<file path="config.mk">
export PLATFORM = sky130hd
export DESIGN_NAME = wb_evict_buffer_flat
export DESIGN_NICKNAME = d
export VERILOG_FILES = /design/src/rtl/wb_evict_buffer_if.sv /design/src/rtl/wb_evict_buffer.sv /design/src/flat_wrapper.sv
export SDC_FILE = /design/constraint.sdc
export NUM_CORES = 1
export LEC_CHECK = 0
export CORE_UTILIZATION = 50
export CTS_BUF_LIST = sky130_fd_sc_hd__clkbuf_8
export DETAILED_ROUTE_END_ITERATION = 10
export PLACE_DENSITY = 0.71
export SLEW_MARGIN = 10
export SYNTH_ARGS = -nofsm -noshare
export SYNTH_HDL_FRONTEND = slang
export SYNTH_SLANG_ARGS = --single-unit
export TNS_END_PERCENT = 20
</file>
<file path="constraint.sdc">
create_clock -name clk -period 10 [get_ports clk]
set_input_delay 1.5 -clock clk [delete_from_list [all_inputs] [get_ports clk]]
set_output_delay 1.5 -clock clk [all_outputs]
set_load 0.005 [all_outputs]
</file>
<file path="src/rtl/wb_evict_buffer_if.sv">
// Eviction, lookup and memory-write signals between the cache,
// the eviction buffer and main memory.
interface wb_evict_buffer_if #(
    parameter int ADDR_WIDTH = 32,
    parameter int DATA_WIDTH = 32
);
    logic                  evict_valid;
    logic                  evict_ready;
    logic [ADDR_WIDTH-1:0] evict_addr;
    logic [DATA_WIDTH-1:0] evict_data;
    logic [ADDR_WIDTH-1:0] lookup_addr;
    logic                  lookup_hit;
    logic [DATA_WIDTH-1:0] lookup_data;
    logic                  mem_req;
    logic [ADDR_WIDTH-1:0] mem_addr;
    logic [DATA_WIDTH-1:0] mem_wdata;
    logic                  mem_ack;

    modport master (
        output evict_valid, evict_addr, evict_data,
        output lookup_addr, mem_ack,
        input  evict_ready, lookup_hit, lookup_data,
        input  mem_req, mem_addr, mem_wdata
    );

    modport slave (
        input  evict_valid, evict_addr, evict_data,
        input  lookup_addr, mem_ack,
        output evict_ready, lookup_hit, lookup_data,
        output mem_req, mem_addr, mem_wdata
    );
endinterface

</file>
<file path="src/rtl/wb_evict_buffer.sv">
// Write-back eviction FIFO: coalesces repeat evictions, forwards
// buffered data to miss lookups and drains to memory via req/ack.
module wb_evict_buffer #(
    parameter int DEPTH      = 4,
    parameter int ADDR_WIDTH = 32,
    parameter int DATA_WIDTH = 32
) (
    input  logic                   clk,
    input  logic                   reset,
    wb_evict_buffer_if.slave       bus,
    input  logic                   flush,
    output logic                   flush_done,
    output logic [$clog2(DEPTH):0] count
);
    localparam int PW = $clog2(DEPTH);
    localparam int CW = PW + 1;
    localparam int TW = ADDR_WIDTH - 2;

    typedef enum logic {IDLE, REQ} state_t;

    logic [DEPTH-1:0]      valid;
    logic [TW-1:0]         tags [DEPTH];
    logic [DATA_WIDTH-1:0] data [DEPTH];
    logic [PW-1:0]         head;
    logic [PW-1:0]         tail;
    state_t                state;
    logic                  flush_seen;

    logic [TW-1:0]         evict_tag;
    logic [TW-1:0]         lookup_tag;
    logic                  push;
    logic                  pop;
    logic                  co_hit;
    logic [PW-1:0]         co_idx;
    logic                  alloc;
    logic                  merge;
    logic [CW-1:0]         cnt_next;
    logic [PW-1:0]         ld_idx;
    logic [TW-1:0]         ld_tag;
    logic [DATA_WIDTH-1:0] ld_data;
    logic                  unused;

    assign evict_tag  = bus.evict_addr[ADDR_WIDTH-1:2];
    assign lookup_tag = bus.lookup_addr[ADDR_WIDTH-1:2];
    assign unused     = ^{bus.evict_addr[1:0], bus.lookup_addr[1:0]};

    assign bus.evict_ready = (count < CW'(DEPTH)) && !flush;
    assign push  = bus.evict_valid && bus.evict_ready;
    assign pop   = (state == REQ) && bus.mem_ack;
    assign alloc = push && !co_hit;
    assign merge = push && co_hit;
    assign cnt_next = count - CW'(pop) + CW'(alloc);

    // The in-flight head is excluded so an issued write is never altered.
    always_comb begin
        co_hit = 1'b0;
        co_idx = '0;
        for (int i = 0; i < DEPTH; i++) begin
            if (valid[i] && tags[i] == evict_tag &&
                !(state == REQ && PW'(i) == head)) begin
                co_hit = 1'b1;
                co_idx = PW'(i);
            end
        end
    end

    // Walk oldest to youngest so the youngest match wins.
    always_comb begin
        bus.lookup_hit  = 1'b0;
        bus.lookup_data = '0;
        for (int k = 0; k < DEPTH; k++) begin
            if (valid[head + PW'(k)] &&
                tags[head + PW'(k)] == lookup_tag) begin
                bus.lookup_hit  = 1'b1;
                bus.lookup_data = data[head + PW'(k)];
            end
        end
    end

    // Next write source, bypassing a same-cycle push into that entry.
    always_comb begin
        ld_idx  = (state == REQ) ? head + PW'(1) : head;
        ld_tag  = tags[ld_idx];
        ld_data = data[ld_idx];
        if (alloc && tail == ld_idx) begin
            ld_tag  = evict_tag;
            ld_data = bus.evict_data;
        end else if (merge && co_idx == ld_idx) begin
            ld_data = bus.evict_data;
        end
    end

    assign flush_done = flush && !flush_seen &&
                        count == '0 && state == IDLE;

    always_ff @(posedge clk) begin
        if (reset) begin
            valid         <= '0;
            head          <= '0;
            tail          <= '0;
            count         <= '0;
            state         <= IDLE;
            bus.mem_req   <= 1'b0;
            bus.mem_addr  <= '0;
            bus.mem_wdata <= '0;
            flush_seen    <= 1'b0;
        end else begin
            if (alloc) begin
                valid[tail] <= 1'b1;
                tags[tail]  <= evict_tag;
                data[tail]  <= bus.evict_data;
                tail        <= tail + PW'(1);
            end
            if (merge) begin
                data[co_idx] <= bus.evict_data;
            end
            if (pop) begin
                valid[head] <= 1'b0;
                head        <= head + PW'(1);
            end
            count      <= cnt_next;
            flush_seen <= flush && (flush_seen || flush_done);
            unique case (state)
                IDLE: begin
                    if (count != '0) begin
                        state         <= REQ;
                        bus.mem_req   <= 1'b1;
                        bus.mem_addr  <= {ld_tag, 2'b00};
                        bus.mem_wdata <= ld_data;
                    end
                end
                REQ: begin
                    if (bus.mem_ack) begin
                        if (cnt_next != '0) begin
                            bus.mem_addr  <= {ld_tag, 2'b00};
                            bus.mem_wdata <= ld_data;
                        end else begin
                            state       <= IDLE;
                            bus.mem_req <= 1'b0;
                        end
                    end
                end
                default: state <= IDLE;
            endcase
        end
    end
endmodule

</file>
<file path="src/flat_wrapper.sv">
// flat-port wrapper written by rule: the top's interface ports become plain ports
module wb_evict_buffer_flat 
#(
    parameter int DEPTH      = 4,
    parameter int ADDR_WIDTH = 32,
    parameter int DATA_WIDTH = 32
)
  (clk, reset, flush, flush_done, count, bus_evict_valid, bus_evict_addr, bus_evict_data, bus_lookup_addr, bus_mem_ack, bus_evict_ready, bus_lookup_hit, bus_lookup_data, bus_mem_req, bus_mem_addr, bus_mem_wdata);
  wb_evict_buffer_if #(.ADDR_WIDTH(ADDR_WIDTH), .DATA_WIDTH(DATA_WIDTH)) bus_i ();
  input  logic clk;
  input  logic reset;
  input  logic flush;
  output logic flush_done;
  output logic [$clog2(DEPTH):0] count;
  input wire logic [$bits(bus_i.evict_valid)-1:0] bus_evict_valid;
  input wire logic [$bits(bus_i.evict_addr)-1:0] bus_evict_addr;
  input wire logic [$bits(bus_i.evict_data)-1:0] bus_evict_data;
  input wire logic [$bits(bus_i.lookup_addr)-1:0] bus_lookup_addr;
  input wire logic [$bits(bus_i.mem_ack)-1:0] bus_mem_ack;
  output wire logic [$bits(bus_i.evict_ready)-1:0] bus_evict_ready;
  output wire logic [$bits(bus_i.lookup_hit)-1:0] bus_lookup_hit;
  output wire logic [$bits(bus_i.lookup_data)-1:0] bus_lookup_data;
  output wire logic [$bits(bus_i.mem_req)-1:0] bus_mem_req;
  output wire logic [$bits(bus_i.mem_addr)-1:0] bus_mem_addr;
  output wire logic [$bits(bus_i.mem_wdata)-1:0] bus_mem_wdata;
  assign bus_i.evict_valid = bus_evict_valid;
  assign bus_i.evict_addr = bus_evict_addr;
  assign bus_i.evict_data = bus_evict_data;
  assign bus_i.lookup_addr = bus_lookup_addr;
  assign bus_i.mem_ack = bus_mem_ack;
  assign bus_evict_ready = bus_i.evict_ready;
  assign bus_lookup_hit = bus_i.lookup_hit;
  assign bus_lookup_data = bus_i.lookup_data;
  assign bus_mem_req = bus_i.mem_req;
  assign bus_mem_addr = bus_i.mem_addr;
  assign bus_mem_wdata = bus_i.mem_wdata;
  wb_evict_buffer #(.DEPTH(DEPTH), .ADDR_WIDTH(ADDR_WIDTH), .DATA_WIDTH(DATA_WIDTH)) u_core (.clk(clk), .reset(reset), .bus(bus_i), .flush(flush), .flush_done(flush_done), .count(count));
endmodule
</file>
# ---- Word level (Yosys, flattened, before mapping)
# Memory sizes are Yosys's and may differ from the RTL's. A register that Yosys moved wholly into a read port is not among the register bits.
# Index checks and enable logic that the tools add are counted.
dict set report totals {
  reg_bits 78
  romBits 0
  output_inout_bits 103
  elab_cells 153
  memories 2
  in_bits 101
  latchBits 0
  ram_bits 248
}
dict set report op_classes {
  div 0
  n_bitwise 4
  shift 0
  n_eq_ne 17
  add_sub_neg 6
  mux 63
  magnitude_cmp 8
  reduce_logical 44
  multipliers 0
}
# name words word_bits read_ports rd_clocked_by_memory_dff write_ports line
set mem_list {}
lappend mem_list {u_core.data 4 32 5 1 1 wb_evict_buffer.sv:23} ;# logic [DATA_WIDTH-1:0] data [DEPTH];
lappend mem_list {u_core.tags 4 30 9 1 1 wb_evict_buffer.sv:22} ;# logic [TW-1:0] tags [DEPTH];
# operator n
set ops {}
lappend ops {{2-to-1 mux 32 bit} 13}
lappend ops {{equality test 30 bit} 8}
lappend ops {{one-hot mux 32 bit (2 select lines)} 2}
lappend ops {{OR reduction 32 bit} 1}
lappend ops {{2-to-1 mux 30 bit} 1}
lappend ops {{logical AND 1 bit} 29}
lappend ops {{2-to-1 mux 1 bit} 28}
lappend ops {{2-to-1 mux 2 bit} 8}
lappend ops {{less-than comparator 2 x 3 -> 1 bit, second input constant} 5}
lappend ops {{2-to-1 mux 4 bit} 3}
lappend ops {{binary-select mux 1 bit (select 2 bit)} 4}
lappend ops {{inequality test 2 bit, second input constant} 4}
lappend ops {{zero test 1 bit} 7}
lappend ops {{AND reduction 3 bit} 2}
lappend ops {{nonzero test 3 bit} 2}
lappend ops {{adder 2 x 1 -> 2 bit, second input constant} 2}
lappend ops {{adder 2 bit, second input constant} 2}
lappend ops {{bitwise AND 4 bit} 1}
lappend ops {{demux 1 bit (select 2 bit)} 2}
lappend ops {{equality test 2 bit} 2}
lappend ops {{equality test 2 bit, first input constant} 2}
lappend ops {{>= comparator 2 x 1 -> 1 bit, second input constant} 2}
lappend ops {{NOT 4 bit} 1}
lappend ops {{bitwise OR 4 bit} 1}
lappend ops {{other kinds (9)} 10}

# ---- Longest topological paths before layout
dict set report depth {
  depth_word 15
  mapped_depth 26
  ltp_nobuf 17
}

# ---- Worst setup path after synthesis
# No wires, ideal clock.
dict set report synth_path {
  path_kind {input to register}
  start {in bus_evict_addr[24]}
  end {mem u_core.data[2][0] (enable)}
  setup_ps 468
  cell_stages 9
  t_required_ps 9532
  n_path_buf 2
  setup_slack_ps 3861
  arrival_ps 5671
  cell_sequence {clkbuf_1 xor2_1 or4_1 nor4_1 nand3_1 and2_0 clkbuf_1 o2bb2ai_1 nor3b_1}
}
dict set report synth_between {
  elab_chain_cells 13
}
# element line
set synth_rtl {}
lappend synth_rtl {{start, declared} flat_wrapper.sv:16} ;# input wire logic [$bits(bus_i.evict_addr)-1:0] bus_evict_addr;
lappend synth_rtl {{equality test 30 bit} wb_evict_buffer.sv:59} ;# if (valid[i] && tags[i] == evict_tag &&
lappend synth_rtl {{logical AND 1 bit (2 in a row)} wb_evict_buffer.sv:59}
lappend synth_rtl {{2-to-1 mux 1 bit (4 in a row)} wb_evict_buffer.sv:59}
lappend synth_rtl {{logical AND 1 bit / zero test 1 bit (equally long branches)} {wb_evict_buffer.sv:51, wb_evict_buffer.sv:50}}
lappend synth_rtl {{2-to-1 mux 1 bit / logical AND 1 bit (equally long branches)} {wb_evict_buffer.sv:114, wb_evict_buffer.sv:50}}
lappend synth_rtl {{2-to-1 mux 1 bit (on tied branches)} {wb_evict_buffer.sv:97, wb_evict_buffer.sv:108}}
lappend synth_rtl {{2-to-1 mux 1 bit (on tied branches)} {wb_evict_buffer.sv:115, wb_evict_buffer.sv:97}}
lappend synth_rtl {{OR reduction 32 bit (no source line) / 2-to-1 mux 1 bit (equally long branches)} --}
lappend synth_rtl {{2-to-1 mux 2 bit (no source line) / 2-to-1 mux 1 bit (equally long branches)} --}
lappend synth_rtl {{end, declared} wb_evict_buffer.sv:23}
# Several ways; a longest one is shown, not always the timed one.

# ---- Worst setup path after layout
dict set report layout_path {
  start {reg u_core.head[0]}
  end {out bus_lookup_data[27]}
}
dict set report layout_between {
  elab_chain_cells 7
}
# element line
set layout_rtl {}
lappend layout_rtl {{start, declared} wb_evict_buffer.sv:24} ;# logic [PW-1:0] head;
lappend layout_rtl {{start signal, assigned} wb_evict_buffer.sv:119} ;# head <= head + PW'(1);
lappend layout_rtl {{adder 2 x 1 -> 2 bit / binary-select mux 1 bit (select 2 bit) (equally long branches)} {wb_evict_buffer.sv:72, wb_evict_buffer.sv:73, wb_evict_buffer.sv:75}}
lappend layout_rtl {{memory read (4 x 30 bit) (tied with other cells)} --}
lappend layout_rtl {{equality test 30 bit (tied with other cells)} wb_evict_buffer.sv:73} ;# tags[head + PW'(k)] == lookup_tag) begin
lappend layout_rtl {{logical AND 1 bit / 2-to-1 mux 32 bit (equally long branches)} wb_evict_buffer.sv:72} ;# if (valid[head + PW'(k)] &&
lappend layout_rtl {{2-to-1 mux 32 bit (2 in a row)} wb_evict_buffer.sv:72}
lappend layout_rtl {{2-to-1 mux 32 bit *} wb_evict_buffer.sv:72}
lappend layout_rtl {{end, declared} flat_wrapper.sv:22} ;# output wire logic [$bits(bus_i.lookup_data)-1:0] bus_lookup_data;
# Mark *: on every way between the ends. The rest lies on a longest branch, timed or not. The select of a mux whose other input is x is not followed.

==> summary.md <==
| Metric | Value |
|---|---|
| Router iterations before antenna repair | `5` |
| Clk pin slew, worst setup/hold paths | `about 0.07 ns` |
| Post-layout nets | `between 2k and 2.5k` |
| Leakage power of the design | `8.04 nW` |
| Detailed-route via count | `18.1k` |
| Maximum fanout along the worst path | `57` |
| Routed wirelength normalized by instance count | `between 20 and 30 um` |
| Post-synth EDFFs | `about 250` |
| Flip-flop and latch area | `about 0.009 mm2` |
| Final setup violation count | `0` |
| Standard-cell row count | `78` |
| Mean number of vias per cell | `6.93` |
| Crit path kind | `reg2out` |
| Count of buffers from port buffering | `approximately 200` |
| TritonCTS buffer count | `56` |
| Root Driver | `sky130_fd_sc_hd__clkbuf_8` |
| Top cell type's share of synthesized area | `between 30% and 40%` |
| F_max | `~120 MHz` |
| Kind of end point of the critical path | `primary output` |
| TritonCTS Sinks | `roughly 330` |
| Class of the tightest hold or removal check | `reg2reg` |
| Critical register-to-register path startpoint | `u_core.head[1]$_SDFFE_PP0P_` |
| Post-Syn Area | `~0.023 mm2` |
| Actual transition at the worst max-transition pin | `~1.0 ns` |
| Routed wire length | `between 70 and 80 mm` |
| Share of async-settable or async-resettable flops after synthesis | `0%` |
| Effective utilization at floorplan | `between 50% and 60%` |
| Area added between synthesis and finish | `15.6%` |
| Category of the worst setup path launch point | `flip-flop` |
| Max-capacitance violation count | `0` |
| Mean instance size in the synthesized netlist | `roughly 12 um2` |
| Gr usage total | `between 30 and 40%` |
| Number of global-route vias before repair | `~17k` |
| Maximum clock skew at final layout | `0.0444 ns` |
| Number of levels the H-tree was split into | `2` |
| Sequential area share after synthesis | `39.3%` |
| Flip-flop and latch count after synthesis | `around 330` |
| RSZ-0062 raised after global routing | `no` |
| Hold_buf cts | `0` |
| Number of top-level pins | `around 200` |
| Final setup TNS | `0 ns` |
| Count of nets left with antenna violations after detail routing | `0` |
| Postcts setup bufs | `0` |
| Status | `complete, no violations` |
| Final critical path time including I/O delays and setup | `~8.4 ns` |
| Number of buffers on the longest clock path | `3` |
| Synth unique cells | `51` |
| Startpoint of the tightest hold check path | `u_core.bus.mem_req$_SDFFE_PP0P_` |
| DIE AREA | `roughly 0.047 mm2` |
| Timing startpoint of the critical path | `u_core.head[0]$_SDFFE_PP0P_` |
| Multi-input gate area in the final layout | `~0.013 mm2` |
| Die Ht | `roughly 220 um` |
| Data arrival time of the critical path | `around 7 ns` |
| Leading post-synthesis cells by instance count | `sky130_fd_sc_hd__edfxtp_1, sky130_fd_sc_hd__mux4_2, sky130_fd_sc_hd__xnor2_1, sky130_fd_sc_hd__nand2_1, sky130_fd_sc_hd__nor2_1` |
| Fill cell instance count of the final layout | `between 3k and 4k` |
| Max transition margin | `between 30% and 40%` |
| Synth top area cells | `sky130_fd_sc_hd__edfxtp_1, sky130_fd_sc_hd__mux4_2, sky130_fd_sc_hd__xnor2_1` |
| Flip-flop cell with the highest count after synthesis | `sky130_fd_sc_hd__edfxtp_1` |
| CTS tree | `done` |
| Cells along the critical path | `buf_4, buf_4, mux4_2, xor2_1, nor4_1, nand4_1, nor4_4, buf_4, nor2_2, buf_4, a22oi_1, a21oi_1, clkdlybuf4s50_1` |
| Master of the slowest instance on the critical path | `sky130_fd_sc_hd__buf_4` |
| Clock latency on the worst-skew pair | `just under 0.7 ns` |
| Total cell area at the placement stage | `roughly 0.025 mm2` |
| Top cell family by delay on the critical path | `buffers and inverters` |
| Routability-driven placement congestion ratio | `1.04` |
| DRC viols | `0` |
| Syn Inst Count | `approximately 1.9k` |
| Most used cell, CP | `sky130_fd_sc_hd__buf_4` |
| Power density relative to cell area | `between 200 and 250 mW/mm2` |
| Die X | `between 200 and 250 um` |
| Fraction of layout cells with a size suffix above 1 | `~23%` |
| Slowest cell delay on critical path | `0.89 ns` |
| Hold violation total from the final report | `0` |
| Number of gates given a new drive strength after cts | `0` |
| Initial antenna violation count | `3` |
| Post-DP HPWL | `between 40 and 50 mm` |
| Floorplan Core Area | `around 0.045 mm2` |
| Final instance area | `roughly 0.027 mm2` |
| Count of synthesis-stage warnings from yosys | `0` |
| Largest net degree at the start of global routing | `92` |
| Max-slew violation count | `0` |
| Library cell occupying the most area in the post-synthesis netlist | `sky130_fd_sc_hd__edfxtp_1` |
| Starting DRC count in detailed routing | `2157` |
| Global route overflow | `0` |
| Period utilization | `a little over four fifths` |
| Worst Path Buf+Inv | `5` |
| IR Drop Worst-Case VDD | `277 uV` |
| Most used standard cell by instance count after synthesis | `sky130_fd_sc_hd__edfxtp_1` |
| Wire length of the first global-routing pass | `114 mm` |
| Data required, critical path | `8.50 ns` |
cell families after synthesis:
| kind of cell | share of synthesized area, % |
|---|---|
| compound gates | 8.09 |
| xor+xnor | 9.51 |
| simple gates | 9.64 |
| buf+inv | 3.73 |
| mux | 29.1 |
| flops | 39.3 |
| other cells | 0.0164 |
| fa+ha+maj | 0.633 |
path summary, 6_finish.rpt:
| kind | endpoint | slack (ns) | cells after the start |
|---|---|---|---|
| worst max-delay path | bus_lookup_data[27] | 1.58 | 13 |
| worst min-delay path | u_core.bus.mem_req$_SDFFE_PP0P_ | 0.49 | 2 |
| worst max register to register | u_core.bus.mem_wdata[23]$_SDFFE_PP0P_ | 4.16 | 18 |
| worst min register to register | u_core.bus.mem_req$_SDFFE_PP0P_ | 0.49 | 2 |
metal layers:
metal | global-route usage [%] | part of all wire [%]
met1 | 47.2 | 40
met5 | 0 | 0
met3 | 6.06 | 11
met2 | 50.1 | 46
met4 | 10.8 | 2.9
cells in the final DEF, fill, tap and decap left out, drive strengths merged, types with 3 or more instances in the layout:
master,instances
edfxtp,248
mux4,246
clkdlybuf4s50,196
xnor2,193
nand2,117
nor2,117
dfxtp,78
a21oi,70
clkbuf,68
a22oi,65
mux2,64
xor2,56
nand4,55
nand3,49
mux2i,41
nor4,36
buf,35
o2111ai,34
and2,34
o21ai,34
a31oi,33
a311oi,30
inv,26
clkinv,16
ha,10
nand2b,9
nor3,8
bufinv,6
diode,4
nand4b,4
and3,4
o21a,4
or4,3
nor3b,3
power breakdown:
group	switching [W]	leakage, nW	internal, W
sequential	0.000136	2.88	0.00157
combinational	0.00140	4.47	0.00116
clock	0.000604	0.695	0.000776
worst min-delay path, delay by kind of cell (launching register included):
kind,cells,cell delay (ns)
flip-flops,1,0.33
AND/OR/NAND/NOR,1,0.07
AO/OA/AOI/OAI,1,0.06
area by class of cell:
cell class | count | area share (%)
antenna | 4 | 0.0378
clock buffer | 68 | 3.53
sequential | 326 | 34.1
inverter | 13 | 0.184
timing repair buffer | 231 | 8.39
clock inverter | 37 | 1.27
tap | 600 | 2.83
multi-input combinational | 1338 | 49.7
per-stage QoR:
stage / hold slack, ns / cells / util [%] / total power, W / setup slack [ns]
final: 0.490 / 2617 / 58.5 / 0.00565 / 1.58
after global routing: 0.523 / 2616 / 58.5 / 0.00590 / 1.19
after CTS: 0.497 / 2613 / 58.5 / 0.00565 / 1.54
after detailed placement: 0.484 / 2508 / 55.7 / 0.00426 / 2.28
after global placement: 0.478 / 2508 / 55.7 / 0.00421 / 2.35
after floorplan: 0.470 / 1861 / - / 0.00350 / 3.86
sequential cells by signal, indices dropped and copies added (netlist names), 2 cells and up, named ones only:
name / count
u_core.data: 128
u_core.tags: 120
u_core.bus.mem_wdata: 32
u_core.bus.mem_addr: 30
u_core.valid: 4
u_core.count: 3
u_core.head: 2
u_core.tail: 2
(Power assumes the default switching activity.)
